===== src/rtl/serial_mag_compare_ctrl_if.sv =====
// Request/verdict bundle between a requester and serial_mag_compare_ctrl.
// The requester drives start/clr/operands; the comparator returns status and a one-hot verdict.
interface serial_mag_compare_ctrl_if #(
  parameter int unsigned WIDTH = 8
);
  logic             start;
  logic             clr;
  logic [WIDTH-1:0] a;
  logic [WIDTH-1:0] b;
  logic             busy;
  logic             done;
  logic             AgB;
  logic             AeB;
  logic             AlB;

  modport master (
    output start, clr, a, b,
    input  busy, done, AgB, AeB, AlB
  );

  modport slave (
    input  start, clr, a, b,
    output busy, done, AgB, AeB, AlB
  );
endinterface


===== src/rtl/serial_mag_compare_ctrl.sv =====
// MSB-first serial magnitude comparator, two bits per clock, with an early exit at the first
// unequal pair and a one-cycle done pulse alongside a registered one-hot verdict.
module serial_mag_compare_ctrl #(
  parameter int unsigned WIDTH = 8
) (
  input  logic                     clk,
  input  logic                     rst_n,
  serial_mag_compare_ctrl_if.slave bus
);

  localparam int unsigned NP   = WIDTH / 2;
  localparam int unsigned IdxW = (NP > 1) ? $clog2(NP) : 1;
  localparam logic [IdxW-1:0] IdxLast = IdxW'(NP - 1);

  if ((WIDTH < 2) || ((WIDTH % 2) != 0)) begin : g_bad_width
    $error("serial_mag_compare_ctrl: WIDTH must be even and >= 2");
  end

  typedef enum logic [0:0] {StIdle, StCmp} state_e;

  state_e           state_q;
  logic [WIDTH-1:0] a_sh_q, b_sh_q;
  logic [IdxW-1:0]  idx_q;
  logic             busy_q, done_q;
  logic             agb_q, aeb_q, alb_q;

  logic [1:0] pa, pb;
  logic       sl_gt, sl_eq, sl_lt;

  // Single 2-bit magnitude slice, always looking at the top pair of the shifters.
  always_comb begin
    pa    = a_sh_q[WIDTH-1 -: 2];
    pb    = b_sh_q[WIDTH-1 -: 2];
    sl_gt = (pa > pb);
    sl_eq = (pa == pb);
    sl_lt = (pa < pb);
  end

  always_ff @(posedge clk or negedge rst_n) begin
    if (!rst_n) begin
      state_q <= StIdle;
      a_sh_q  <= '0;
      b_sh_q  <= '0;
      idx_q   <= '0;
      busy_q  <= 1'b0;
      done_q  <= 1'b0;
      agb_q   <= 1'b0;
      aeb_q   <= 1'b0;
      alb_q   <= 1'b0;
    end else begin
      done_q <= 1'b0;
      unique case (state_q)
        StIdle: begin
          if (!bus.clr && bus.start) begin
            a_sh_q  <= bus.a;
            b_sh_q  <= bus.b;
            idx_q   <= IdxLast;
            busy_q  <= 1'b1;
            state_q <= StCmp;
          end
        end
        StCmp: begin
          if (bus.clr) begin
            busy_q  <= 1'b0;
            state_q <= StIdle;
          end else if (!sl_eq || (idx_q == '0)) begin
            agb_q   <= sl_gt;
            aeb_q   <= sl_eq;
            alb_q   <= sl_lt;
            done_q  <= 1'b1;
            busy_q  <= 1'b0;
            state_q <= StIdle;
          end else begin
            a_sh_q <= {a_sh_q[WIDTH-3:0], 2'b00};
            b_sh_q <= {b_sh_q[WIDTH-3:0], 2'b00};
            idx_q  <= idx_q - 1'b1;
          end
        end
        default: state_q <= StIdle;
      endcase
    end
  end

  assign bus.busy = busy_q;
  assign bus.done = done_q;
  assign bus.AgB  = agb_q;
  assign bus.AeB  = aeb_q;
  assign bus.AlB  = alb_q;

endmodule


===== src/flat_wrapper.sv =====
// flat-port wrapper written by rule: the top's interface ports become plain ports
module serial_mag_compare_ctrl_flat 
#(
  parameter int unsigned WIDTH = 8
)
  (clk, rst_n, bus_start, bus_clr, bus_a, bus_b, bus_busy, bus_done, bus_AgB, bus_AeB, bus_AlB);
  serial_mag_compare_ctrl_if #(.WIDTH(WIDTH)) bus_i ();
  input  logic clk;
  input  logic rst_n;
  input wire logic [$bits(bus_i.start)-1:0] bus_start;
  input wire logic [$bits(bus_i.clr)-1:0] bus_clr;
  input wire logic [$bits(bus_i.a)-1:0] bus_a;
  input wire logic [$bits(bus_i.b)-1:0] bus_b;
  output wire logic [$bits(bus_i.busy)-1:0] bus_busy;
  output wire logic [$bits(bus_i.done)-1:0] bus_done;
  output wire logic [$bits(bus_i.AgB)-1:0] bus_AgB;
  output wire logic [$bits(bus_i.AeB)-1:0] bus_AeB;
  output wire logic [$bits(bus_i.AlB)-1:0] bus_AlB;
  assign bus_i.start = bus_start;
  assign bus_i.clr = bus_clr;
  assign bus_i.a = bus_a;
  assign bus_i.b = bus_b;
  assign bus_busy = bus_i.busy;
  assign bus_done = bus_i.done;
  assign bus_AgB = bus_i.AgB;
  assign bus_AeB = bus_i.AeB;
  assign bus_AlB = bus_i.AlB;
  serial_mag_compare_ctrl #(.WIDTH(WIDTH)) u_core (.clk(clk), .rst_n(rst_n), .bus(bus_i));
endmodule

===== config.mk =====
export PLATFORM = sky130hd
export DESIGN_NAME = serial_mag_compare_ctrl_flat
export DESIGN_NICKNAME = d
export VERILOG_FILES = /design/src/rtl/serial_mag_compare_ctrl_if.sv /design/src/rtl/serial_mag_compare_ctrl.sv /design/src/flat_wrapper.sv
export SDC_FILE = /design/constraint.sdc
export NUM_CORES = 1
export LEC_CHECK = 0
export ABC_AREA = 1
export BUFFER_PORTS_ARGS = -buffer_cell sky130_fd_sc_hd__buf_2
export CAP_MARGIN = 0
export CORE_ASPECT_RATIO = 1.25
export CORE_MARGIN = 2
export CORE_UTILIZATION = 29
export CTS_BUF_LIST = sky130_fd_sc_hd__clkbuf_8 sky130_fd_sc_hd__clkbuf_16
export DETAILED_ROUTE_END_ITERATION = 16
export GPL_TIMING_DRIVEN = 0
export PLACE_DENSITY = 0.58
export SYNTH_ARGS = -nofsm -noshare
export SYNTH_HDL_FRONTEND = slang
export SYNTH_SLANG_ARGS = --single-unit
export TNS_END_PERCENT = 10

===== constraint.sdc =====
create_clock -name clk -period 2.6 [get_ports clk]
set_input_delay 0.26 -clock clk [delete_from_list [all_inputs] [get_ports clk]]
set_output_delay 0.26 -clock clk [all_outputs]
set_load 0.005 [all_outputs]

# Word-level counts from Yosys, hierarchy flattened
# Cells that the tools add are included.
# W data, S select, Z words.
[word_totals]
reg_bits = 24
latchBits = 0
ram_bits = 0
mem_bits_ro = 0
input_bits = 20
memories = 0
[classes]
addsub = 1
mul = 0
div_mod_pow = 0
order_cmp = 2
eq_ne = 5
shift = 0
muxes = 23
bitwise = 2
reduce_logical = 8
[op_table]
columns = ["operator", "count"]
rows = [
  ["$mux W8", 6],
  ["$pmux W8 S2", 2],
  ["$mux W1", 9],
  ["$mux W2", 3],
  ["$reduce_and A3 Y1", 2],
  ["$ne A2 B2 Y1 const B", 2],
  ["$pmux W1 S2", 2],
  ["$pmux W2 S2", 1],
  ["$ne A3 B3 Y1 const B", 1],
  ["$eq A2 B2 Y1", 1],
  ["$gt A2 B2 Y1", 1],
  ["$logic_not A1 Y1", 2],
  ["$logic_not A2 Y1", 1],
  ["$lt A2 B2 Y1", 1],
  ["$ne A2 B1 Y1 const B", 1],
  ["$not A1 Y1", 2],
  ["$reduce_and A2 Y1", 1],
  ["$sub A2 B1 Y2 const B", 1],
  ["$logic_and A1 B1 Y1", 1],
  ["$logic_or A1 B1 Y1", 1],
]

# Depth between registers and ports, before layout
# Gate-level depths: netlist (run 1).
[logic_depth]
word_depth = 6
depth_mapped = 8

# Worst setup path before layout (run 1)
# OpenSTA, ideal clock, no wires.
[synth_path]
path_type = "register to register"
start = "register u_core.b_sh_q[7]"
end = "register u_core.b_sh_q[2]"
setup_ns = 0.118
arrival_time_ns = 1.225
required_ns = 2.482
slack_ns = 1.257
path_stages_with_launch = 9
synth_period_minus_slack_ns = 1.343
cell_sequence = "dfrtp_1 > inv_1 > ha_1 > nand2_2 > nor2_4 > nand3_4 > buf_6 > nand3_2 > nand2_1"
[synth_via]
elab_chain_len = 5
[synth_lines]
columns = ["element", "line_no", "rtl"]
rows = [
  ["start, declared", "serial_mag_compare_ctrl.sv:22", "logic [WIDTH-1:0] a_sh_q, b_sh_q;"],
  ["start signal, assigned", "serial_mag_compare_ctrl.sv:56", "b_sh_q <= bus.b;"],
  ["start signal, assigned", "serial_mag_compare_ctrl.sv:75", "b_sh_q <= {b_sh_q[WIDTH-3:0], 2'b00};"],
  ["$eq A2 B2 Y1", "serial_mag_compare_ctrl.sv:35", "sl_eq = (pa == pb);"],
  ["$logic_not A1 Y1", "serial_mag_compare_ctrl.sv:66", "end else if (!sl_eq || (idx_q == '0)) begin"],
  ["$logic_or A1 B1 Y1", "serial_mag_compare_ctrl.sv:66", ""],
  ["$ne A2 B2 Y1 (no line)", "-", ""],
  ["$reduce_and A3 Y1 (no line)", "-", ""],
]
# No other way between the ends.
# A chain may end at the register's enable or synchronous reset.

# Final worst setup path (run 1)
# Ends and elaborated chain as after synthesis.

==> results of run 1 <==
synth_stat cells:
cell type,instances,area (um2)
nand2_1,65,244
inv_2,1,3.75
nand3_1,12,60.1
dfrtp_1,24,601
nand3_4,1,17.5
nand3_2,10,100
o21bai_1,1,7.51
buf_6,6,67.6
ha_1,3,37.5
nand4_1,18,113
nand2_2,2,12.5
nor2_4,1,11.3
inv_1,7,26.3
buf_4,3,22.5
o21ai_0,3,15.0
inv_4,1,6.26
per-stage QoR:
step	cells	util	worst slack [ps]	instance area (um2)	total power, mW
floorplan	158	-	1260	1350	1.11
global placement	240	0.347	1080	1540	1.26
detailed placement	240	0.347	1070	1540	1.28
CTS	244	0.359	1060	1590	1.50
global route	244	0.359	932	1590	1.63
finish	244	0.359	1080	1590	1.48
kinds of logic after synthesis:
kind of cell / after synthesis / synth area share
adder cells (fa/ha/maj): 3 / 0.0279
AO/OA/AOI/OAI: 4 / 0.0167
AND/OR/NAND/NOR: 109 / 0.415
buffers and inverters: 18 / 0.0940
flip-flops: 24 / 0.447
worst register-to-register path, cell delays in order (launching register included):
cell and delay, ps:
dfrtp_1 380, inv_1 60, ha_1 330, nand2_2 90, nor2_4 100, nand3_4 150
buf_6 200, nand3_2 60, nand2_1 50
area by class of cell:
type | instances | area [um2]
repair buffers | 25 | 130
clock buffers | 3 | 41.3
inverters | 9 | 36.3
well taps | 58 | 72.6
fillers | 481 | 2840
flip-flops and latches | 24 | 601
multi-input cells | 116 | 618
plain buffers | 9 | 90.1
state kept, by name (all words and copies together) (netlist names):
signal           flops
u_core.bus.AgB       1
u_core.bus.busy      1
u_core.bus.AlB       1
u_core.b_sh_q        8
u_core.a_sh_q        8
u_core.idx_q         2
u_core.bus.AeB       1
u_core.bus.done      1
u_core.state_q       1
power by group:
| group | switching (mW) | total (mW) | internal, mW |
|---|---|---|---|
| logic | 0.357 | 0.629 | 0.272 |
| registers | 0.0947 | 0.629 | 0.534 |
| clock network | 0.118 | 0.222 | 0.104 |
| total | 0.570 | 1.48 | 0.910 |
repair_timing:
| item | 4_1_cts | 5_1_grt |
|---|---|---|
| hold endpoints to repair | 24 | 0 |
| hold buffers | 1 | 0 |
| resized for setup | 0 | 0 |
layer usage:
layer  wire length, um  vias to the layer above
li1                  -                      580
met1              1430                      538
met2              1480                       22
met3               112                        2
met4                23                        0
met5                 0                        -
layout by cell type, fill, tap and decap left out, drive strengths merged:
cell type    Yosys  routed
nand2           67      67
buf              9      33
dfrtp           24      24
nand3           23      23
nand4           18      18
inv              9       9
o21ai            3       3
ha               3       3
clkbuf           0       3
nor2             1       1
o21bai           1       1
dlygate4sd3      0       1
worst paths after layout:
kind	end	slack, ps
worst max-delay path	u_core.b_sh_q[2]	1080
worst min-delay path	u_core.b_sh_q[1]	240
worst max register to register	u_core.b_sh_q[2]	1080
worst min register to register	u_core.bus.AeB	490
max in group asynchronous	u_core.idx_q[1]	1720
min in group asynchronous	u_core.bus.done	510
==> summary.txt, run 1 <==
Hold path
  • Hold path start: bus_b[1]
  • WHS Path Cells: 3
  • Hold WC Path Type: input port to register

Timing
  • Period utilisation layout: 0.586
  • RSZ-0062 raised after global routing: false
  • Final min period: 1520 ps
  • Slew Limit Headroom: 0.626
  • WHS: 242 ps
  • Slew @ Worst Pin: 561 ps
  • Fin. Hold Viols: 0
  • Slew Viols, Final: 0
  • Achievable Freq: 656 MHz
  • Endpoints failing setup: 0
  • Setup TNS Final: 0 ps
  • Clk_skew: approximately 3.2 ps

Clock tree
  • CTS tree: built
  • Sink Count: 24
  • CTS root buffer: clkbuf_8
  • H-tree levels: 1
  • Deepest clock path buffer count: 2
  • Worst-path clk slew: approximately 80 ps
  • Post-CTS Setup Bufs: 0
  • Clk_lat worst skew: between 200 and 300 ps
  • Num CTS Buffers: 3

Drt
  • DRC Markers: 0
  • Routed Wire Length: ~3000 um
  • Wire per inst: 12.5 um
  • DRT iter0 DRCs: 51
  • Remaining antenna violation count after routing: 0
  • DRT Pass-1 Iters: 4
  • Vias: 1142
  • DR vias/cell: about 4.7

GRT
  • First-pass GRT wire length: 5200 um
  • Number of global-route vias before repair: between 1000 and 1500
  • Grt total ovfl: 0
  • Met3 usage: 0.0224
  • Largest net degree at the start of global routing: 25
  • GRT Overall Usage: 0.128
  • GR peak layer: met2
  • Grt met2 use: 0.215
  • Initial antenna violation count: 0
  • Met1 Usage GRT: 0.166

Yosys
  • Synth Instances: 158
  • Cell Area, Synth: 0.00135 mm2
  • Syn avg cell area: about 8.5 um2
  • Synth Net Count: 181
  • Library cells used by synthesis: 16
  • Flops & latches, synth: 24
  • Synth Warn #: 0
  • Seq/Total Area, Yosys: 0.447

Floorplan
  • # rows: 27
  • Initial Util: 0.304
  • Die height: 80.1 um
  • Horiz. Die Dim: 64.9 um
  • I/O pin count: 25
  • Core region area: 0.00443 mm2
  • DIE AREA: approximately 0.0052 mm2

Setup path
  • Worst Path Max Fanout: 10
  • CP top delay family: simple AND/OR/NAND/NOR gates
  • Largest stage delay, worst path: 380 ps
  • Startpoint types: register
  • Endpoint class of the critical path: register
  • Cell Chain, Critical Path: inv_1 > ha_1 > nand2_2 > nor2_4 > nand3_4 > buf_6 > nand3_2 > nand2_1
  • CP arrival: about 1700 ps
  • Number of cells on the worst reg-to-reg path: 8
  • CP Depth: 8
  • Slowest-stage cell, CP: dfrtp_1
  • WP buf/inv: 2
  • Worst r2r src: u_core.b_sh_q[7]
  • Required time worst endpoint: 2760 ps
  • CP startpoint: u_core.b_sh_q[7]
  • WS Path Type: register to register

Pwr
  • PD cells: 931 mW/mm2
  • Lkg Pwr: 0.866 nW
  • Peak supply drop: ~0.33 mV

Finish
  • Nets: 211
  • Area Overhead vs Synth: 18.1%
  • Layout cells sized above 1: 0.280
  • Ant diodes: 0

Outcome
  • Status: finished clean

Place
  • Final Wtd Congestion: approximately 0.77
  • Port Buffers: 24
  • DP HPWL: 2140 um

Flow run
  • Max cap viols: 0
(Power assumes the default switching activity.)
==> run 2, diff against run 1 <==
--- a/config.mk
+++ b/config.mk
@@ -14,7 +14,7 @@
 export CTS_BUF_LIST = sky130_fd_sc_hd__clkbuf_8 sky130_fd_sc_hd__clkbuf_16
 export DETAILED_ROUTE_END_ITERATION = 16
 export GPL_TIMING_DRIVEN = 0
-export PLACE_DENSITY = 0.58
+export PLACE_DENSITY = 0.6
 export SYNTH_ARGS = -nofsm -noshare
 export SYNTH_HDL_FRONTEND = slang
 export SYNTH_SLANG_ARGS = --single-unit
==> constraint.sdc (replaced) <==
create_clock -name clk -period 1.4 [get_ports clk]
set_input_delay 0.14 -clock clk [delete_from_list [all_inputs] [get_ports clk]]
set_output_delay 0.14 -clock clk [all_outputs]
set_load 0.005 [all_outputs]
==> summary.txt, run 2 (synthesis results as in run 1) <==
Drt
  • DRC Markers: 0 (unchanged)
  • Routed Wire Length: 3040 um (was 3050 um)
  • Remaining antenna violation count after routing: 0 (unchanged)
  • DRT Pass-1 Iters: 4 (unchanged)
  • Vias: 1147 (was 1142)
  • DRT iter0 DRCs: 36 (was 51)
  • Wire per inst: 12.1 um (was 12.5 um)
  • DR vias/cell: 4.57 (was 4.68)

Clock tree
  • Num CTS Buffers: 3 (unchanged)
  • Deepest clock path buffer count: 2 (unchanged)
  • Worst-path clk slew: 90 ps (was 80 ps)
  • CTS tree: built (unchanged)
  • Sink Count: 24 (unchanged)
  • H-tree levels: 1 (unchanged)
  • CTS root buffer: clkbuf_8 (unchanged)
  • Clk_lat worst skew: 260 ps (about the same)

Hold path
  • Hold WC Path Type: input port to register (unchanged)

Timing
  • Worst setup margin: 5.12 ps (was 1080 ps)
  • Endpoints failing setup: 0 (unchanged)
  • Slew @ Worst Pin: 555 ps (was 561 ps)
  • Period utilisation layout: 0.996 (was 0.586)
  • Setup TNS Final: 0 ps (unchanged)
  • WHS: 116 ps (was 242 ps)
  • Slew Limit Headroom: 0.630 (was 0.626)
  • Achievable Freq: 717 MHz (was 656 MHz)
  • Clk_skew: 3.74 ps (was 3.21 ps)
  • RSZ-0062 raised after global routing: true (was false)
  • Final min period: 1390 ps (was 1520 ps)
  • Fin. Hold Viols: 0 (unchanged)
  • Slew Viols, Final: 0 (unchanged)

Setup path
  • R2R Path End: u_core.b_sh_q[2] (unchanged)
  • WS Path Type: register to register (unchanged)
  • Critical path destination: u_core.b_sh_q[2] (unchanged)
  • CP arrival: 1560 ps (was 1690 ps)
  • Flop2flop setup slack: 5 ps (was 1080 ps)
  • Worst r2r src: u_core.a_sh_q[7] (was u_core.b_sh_q[7])
  • Endpoint class of the critical path: register (unchanged)
  • Largest stage delay, worst path: 430 ps (was 380 ps)
  • Required time worst endpoint: 1560 ps (was 2760 ps)
  • Slowest-stage cell, CP: dfrtp_1 (unchanged)
  • Cell Chain, Critical Path: ha_4 > nand2_4 > nor2_4 > nand3_4 > buf_8 > nand3_2 > nand2_1 (was inv_1 > ha_1 > nand2_2 > nor2_4 > nand3_4 > buf_6 > nand3_2 > nand2_1)
  • Startpoint types: register (unchanged)
  • Worst Path Max Fanout: 10 (unchanged)
  • Number of cells on the worst reg-to-reg path: 7 (was 8)
  • CP startpoint: u_core.a_sh_q[7] (was u_core.b_sh_q[7])

Pwr
  • Logic pwr share: 0.462 (was 0.425)
  • Psw: 1.18 mW (was 0.570 mW)
  • Flop pwr share: 0.383 (was 0.425)
  • Lkg Pwr: 0.918 nW (was 0.866 nW)
  • Peak supply drop: 0.635 mV (was 0.327 mV)
  • Internal power: 1.94 mW (was 0.910 mW)
  • PD cells: 1810 mW/mm2 (was 931 mW/mm2)
  • Sw Share: 0.379 (was 0.385)
  • Clk network pwr share: 0.155 (was 0.150)

Outcome
  • Status: finished clean (unchanged)

Finish
  • Biggest regs: u_core.a_sh_q x8, u_core.b_sh_q x8, u_core.idx_q x2 (unchanged)
  • Ant diodes: 0 (unchanged)
  • Area Overhead vs Synth: 28.0% (was 18.1%)
  • Nets: 217 (was 211)
  • Commonest non-fill, non-tap cell in the layout: nand2_1 (unchanged)
  • Most frequent cells in the layout: 63 x nand2_1, 24 x buf_2, 24 x dfrtp_1 (was 65 x nand2_1, 24 x buf_2, 24 x dfrtp_1)
  • Layout cells sized above 1: 0.368 (was 0.280)

Place
  • Final Wtd Congestion: 0.769 (was 0.770)
  • Setup Slack @ Placement: -130 ps (was 1070 ps)
  • DP HPWL: 2130 um (was 2140 um)
  • Port Buffers: 24 (unchanged)

Floorplan
  • I/O pin count: 25 (unchanged)
  • Die height: 80.1 um (unchanged)
  • Core region area: 0.00443 mm2 (unchanged)
  • Initial Util: 0.304 (unchanged)
  • DIE AREA: 0.00520 mm2 (unchanged)
  • # rows: 27 (unchanged)
  • Horiz. Die Dim: 64.9 um (unchanged)

GRT
  • Number of global-route vias before repair: 1100 (was 1113)
  • Initial antenna violation count: 0 (unchanged)
  • Grt total ovfl: 0 (unchanged)
  • First-pass GRT wire length: 5060 um (was 5200 um)
  • Largest net degree at the start of global routing: 25 (unchanged)
  • GRT Overall Usage: 0.123 (was 0.128)

Flow run
  • Max cap viols: 0 (unchanged)
run 2: final cells by class:
type,count,area (um2)
Fill cell,471,2700
Multi-Input combinational cell,116,681
Sequential cell,24,601
Timing Repair Buffer,31,183
Buffer,9,93.8
Tap cell,58,72.6
Clock buffer,4,55.1
Inverter,9,36.3
run 2: worst min path at each step:
| stage | start | to | slack (ps) | cells past startpoint |
|---|---|---|---|---|
| floorplan | rst_n | u_core.a_sh_q[0] | -160 | 0 |
| global placement | rst_n | u_core.bus.AgB | 170 | 1 |
| detailed placement | rst_n | u_core.bus.done | 160 | 1 |
| CTS | bus_a[1] | u_core.a_sh_q[1] | 110 | 3 |
| global route | bus_a[1] | u_core.a_sh_q[1] | 110 | 3 |
| finish | bus_a[1] | u_core.a_sh_q[1] | 120 | 3 |
run 2: power groups by stage:
stage	Sequential [mW]	Clock (mW)	Combinational [mW]
floorplan	1.15	0	0.905
CTS	1.18	0.495	1.31
global route	1.24	0.519	1.62
finish	1.20	0.483	1.44
detailed placement	1.19	0	1.19
global placement	1.18	0	1.17
run 2: through the flow:
stage                util  area (um2)  std cells  power, mW
detailed placement  0.347        1540        240       2.37
floorplan               -        1350        158       2.06
global route        0.389        1720        251       3.37
CTS                 0.376        1660        249       2.98
finish              0.389        1720        251       3.12
global placement    0.347        1540        240       2.35
run 2: layer usage:
layer / track usage / vias up / part of all wire
li1: - / 595 / -
met1: 0.151 / 528 / 0.46
met2: 0.219 / 22 / 0.50
met3: 0.0196 / 2 / 0.035
met4: 0.0383 / 0 / 0.0079
met5: 0 / - / 0
run 2: what timing repair did:
item	in CTS	in global routing
pin swaps	1	4
resized for setup	4	12
endpoints found under the hold margin	24	0
setup endpoints to repair	17	21
buffers inserted	4	2
hold buffers	1	0
run 2: worst max-delay path, delay by kind of cell, from the launching register on:
| family | cells | cell delay [ps] |
|---|---|---|
| fa+ha+maj | 1 | 310 |
| flops | 1 | 430 |
| buf+inv | 1 | 180 |
| simple gates | 5 | 360 |
==> run 3, diff against run 2 <==
--- a/config.mk
+++ b/config.mk
@@ -8,13 +8,15 @@
 export ABC_AREA = 1
 export BUFFER_PORTS_ARGS = -buffer_cell sky130_fd_sc_hd__buf_2
 export CAP_MARGIN = 0
+export CELL_PAD_IN_SITES_DETAIL_PLACEMENT = 0
+export CELL_PAD_IN_SITES_GLOBAL_PLACEMENT = 1
 export CORE_ASPECT_RATIO = 1.25
 export CORE_MARGIN = 2
 export CORE_UTILIZATION = 29
 export CTS_BUF_LIST = sky130_fd_sc_hd__clkbuf_8 sky130_fd_sc_hd__clkbuf_16
 export DETAILED_ROUTE_END_ITERATION = 16
 export GPL_TIMING_DRIVEN = 0
-export PLACE_DENSITY = 0.6
+export PLACE_DENSITY = 0.73
 export SYNTH_ARGS = -nofsm -noshare
 export SYNTH_HDL_FRONTEND = slang
 export SYNTH_SLANG_ARGS = --single-unit
==> summary.txt, run 3 (synthesis results as in run 1) <==
Setup path
  • Cell Chain, Critical Path: inv_1 > ha_1 > inv_1 > nand3_1 > nand2_2 > buf_4 > nand4_1 > nand2_1 (was ha_4 > nand2_4 > nor2_4 > nand3_4 > buf_8 > nand3_2 > nand2_1)
  • Worst r2r src: u_core.idx_q[0] (was u_core.a_sh_q[7])
  • CP startpoint: u_core.idx_q[0] (was u_core.a_sh_q[7])
  • CP top delay family: flip-flops (unchanged)
  • Number of cells on the worst reg-to-reg path: 8 (was 7)
  • Largest stage delay, worst path: 410 ps (was 430 ps)
  • Startpoint types: register (unchanged)
  • WP buf/inv: 3 (was 1)
  • Flop2flop setup slack: 20 ps (was 5 ps)
  • Cell mode on critical path: inv_1
  • CP arrival: 1550 ps (was 1560 ps)
  • WS Path Type: register to register (unchanged)
  • Worst Path Max Fanout: 4 (was 10)
  • Required time worst endpoint: 1560 ps (about the same)
  • Slowest-stage cell, CP: dfrtp_1 (unchanged)
  • R2R Path End: u_core.a_sh_q[4] (was u_core.b_sh_q[2])
  • Endpoint class of the critical path: register (unchanged)

Place
  • Final Wtd Congestion: 0.743 (was 0.769)
  • DP HPWL: 2210 um (was 2130 um)
  • Placed Instances: 240 (unchanged)
  • Port Buffers: 24 (unchanged)

Pwr
  • Psw: 1.23 mW (was 1.18 mW)
  • Sw Share: 0.377 (was 0.379)
  • Peak supply drop: 0.478 mV (was 0.635 mV)
  • Lkg Pwr: 0.947 nW (was 0.918 nW)
  • Clk network pwr share: 0.150 (was 0.155)
  • Internal power: 2.02 mW (was 1.94 mW)
  • Flop pwr share: 0.365 (was 0.383)
  • Logic pwr share: 0.486 (was 0.462)
  • PD cells: 1850 mW/mm2 (was 1810 mW/mm2)

Hold path
  • Hold WC Path Type: input port to register (unchanged)
  • Hold path start: bus_b[1] (was bus_a[1])
  • Hold endpoint: u_core.b_sh_q[1] (was u_core.a_sh_q[1])
  • WHS Path Cells: 3 (unchanged)

Timing
  • Final min period: 1380 ps (was 1390 ps)
  • Slew Limit Headroom: 0.623 (was 0.630)
  • Achievable Freq: 723 MHz (was 717 MHz)
  • RSZ-0062 raised after global routing: true (unchanged)
  • Fin. Hold Viols: 0 (unchanged)
  • Slew @ Worst Pin: 565 ps (was 555 ps)
  • Setup TNS Final: 0 ps (unchanged)
  • Clk_skew: 4.55 ps (was 3.74 ps)
  • Slew Viols, Final: 0 (unchanged)
  • WHS: 113 ps (was 116 ps)
  • Endpoints failing setup: 0 (unchanged)
  • Period utilisation layout: 0.987 (was 0.996)

Clock tree
  • CTS root buffer: clkbuf_8 (unchanged)
  • Num CTS Buffers: 3 (unchanged)
  • H-tree levels: 1 (unchanged)
  • Worst-path clk slew: 90 ps (about the same)
  • CTS tree: built (unchanged)
  • Clk_lat worst skew: 270 ps (was 260 ps)
  • Sink Count: 24 (unchanged)
  • Deepest clock path buffer count: 2 (unchanged)

Drt
  • Remaining antenna violation count after routing: 0 (unchanged)
  • DR vias/cell: 4.63 (was 4.57)
  • DRT Pass-1 Iters: 4 (unchanged)
  • Vias: 1185 (was 1147)
  • Wire per inst: 13.1 um (was 12.1 um)
  • DRT iter0 DRCs: 42 (was 36)
  • Routed Wire Length: 3350 um (was 3040 um)
  • DRC Markers: 0 (unchanged)

Finish
  • FILL cells: 482 (was 471)
  • Final core area utilization: 0.398 (was 0.389)
  • Area Overhead vs Synth: 30.8% (was 28.0%)
  • Commonest non-fill, non-tap cell in the layout: nand2_1 (unchanged)
  • Most frequent cells in the layout: 64 x nand2_1, 24 x buf_2, 24 x dfrtp_1 (was 63 x nand2_1, 24 x buf_2, 24 x dfrtp_1)
  • Final non-filler cell total: 256 (was 251)
  • Nets: 222 (was 217)
  • Layout cells sized above 1: 0.369 (was 0.368)
  • Ant diodes: 0 (unchanged)
  • Biggest regs: u_core.a_sh_q x8, u_core.b_sh_q x8, u_core.idx_q x2 (unchanged)

Flow run
  • Max cap viols: 0 (unchanged)

Floorplan
  • DIE AREA: 0.00520 mm2 (unchanged)
  • # rows: 27 (unchanged)
  • Initial Util: 0.304 (unchanged)
  • Die height: 80.1 um (unchanged)
  • Core region area: 0.00443 mm2 (unchanged)
  • Horiz. Die Dim: 64.9 um (unchanged)
  • I/O pin count: 25 (unchanged)

GRT
  • Number of global-route vias before repair: 1145 (was 1100)
  • GRT Overall Usage: 0.133 (was 0.123)
  • First-pass GRT wire length: 5320 um (was 5060 um)
  • Largest net degree at the start of global routing: 25 (unchanged)
  • Initial antenna violation count: 0 (unchanged)
  • Grt total ovfl: 0 (unchanged)

Outcome
  • Status: finished clean (unchanged)
-- run 3: how the worst max path moves through the flow --
stage,to,slack [ps],depth (start not counted)
finish,u_core.a_sh_q[4],20,8
global route,u_core.a_sh_q[4],-50,8
CTS,u_core.a_sh_q[4],6,7
detailed placement,u_core.idx_q[1],-110,8
global placement,u_core.b_sh_q[2],-110,8
floorplan,u_core.b_sh_q[2],60,8
-- run 3: metrics by stage --
stage                     area, um2  setup slack, ps  total power [mW]
after floorplan                1350             56.6              2.06
after global placement         1540             -113              2.35
after detailed placement       1540             -107              2.38
after CTS                      1660             6.35              2.97
after global routing           1760            -46.6              3.55
final                          1760             17.7              3.25
-- run 3: worst reg2reg max path: stages (launching register included) --
cell and delay [ps]:
dfrtp_1 410, inv_1 70, ha_1 230, inv_1 60
nand3_1 120, nand2_2 110, buf_4 170, nand4_1 60
nand2_1 60
-- run 3: what timing repair did --
item                                   in CTS  in global routing
gates cloned                                0                  1
hold buffers                                1                  0
pin swaps                                   0                  4
setup buffers                               3                  7
gates resized for setup                     3                  9
endpoints found under the hold margin      24                  0
setup endpoints to repair                  15                 22
-- run 3: final cells by class --
type,count,area (um2),share of cell area
Clock buffer,4,55.1,0.0313
Inverter,9,36.3,0.0206
Timing Repair Buffer,36,225,0.128
Buffer,9,93.8,0.0533
Tap cell,58,72.6,0.0413
Multi-Input combinational cell,116,676,0.384
Sequential cell,24,601,0.341
-- run 3: layer usage --
metal  part of all wire  GRT usage  wire length, um  vias up
met4              0.010     0.0511               34        0
met5                  0          0                0        -
met1               0.45      0.171             1510      559
met3              0.026     0.0168               86        4
met2               0.51      0.227             1720       19
li1                   -          -                -      603
-- run 3: power groups by stage --
stage | clock (mW) | sequential [mW] | combinational, mW
2_1_floorplan | 0 | 1.15 | 0.905
3_3_place_gp | 0 | 1.18 | 1.18
3_5_place_dp | 0 | 1.19 | 1.19
4_1_cts | 0.497 | 1.18 | 1.29
5_1_grt | 0.535 | 1.22 | 1.79
6_report | 0.487 | 1.19 | 1.58
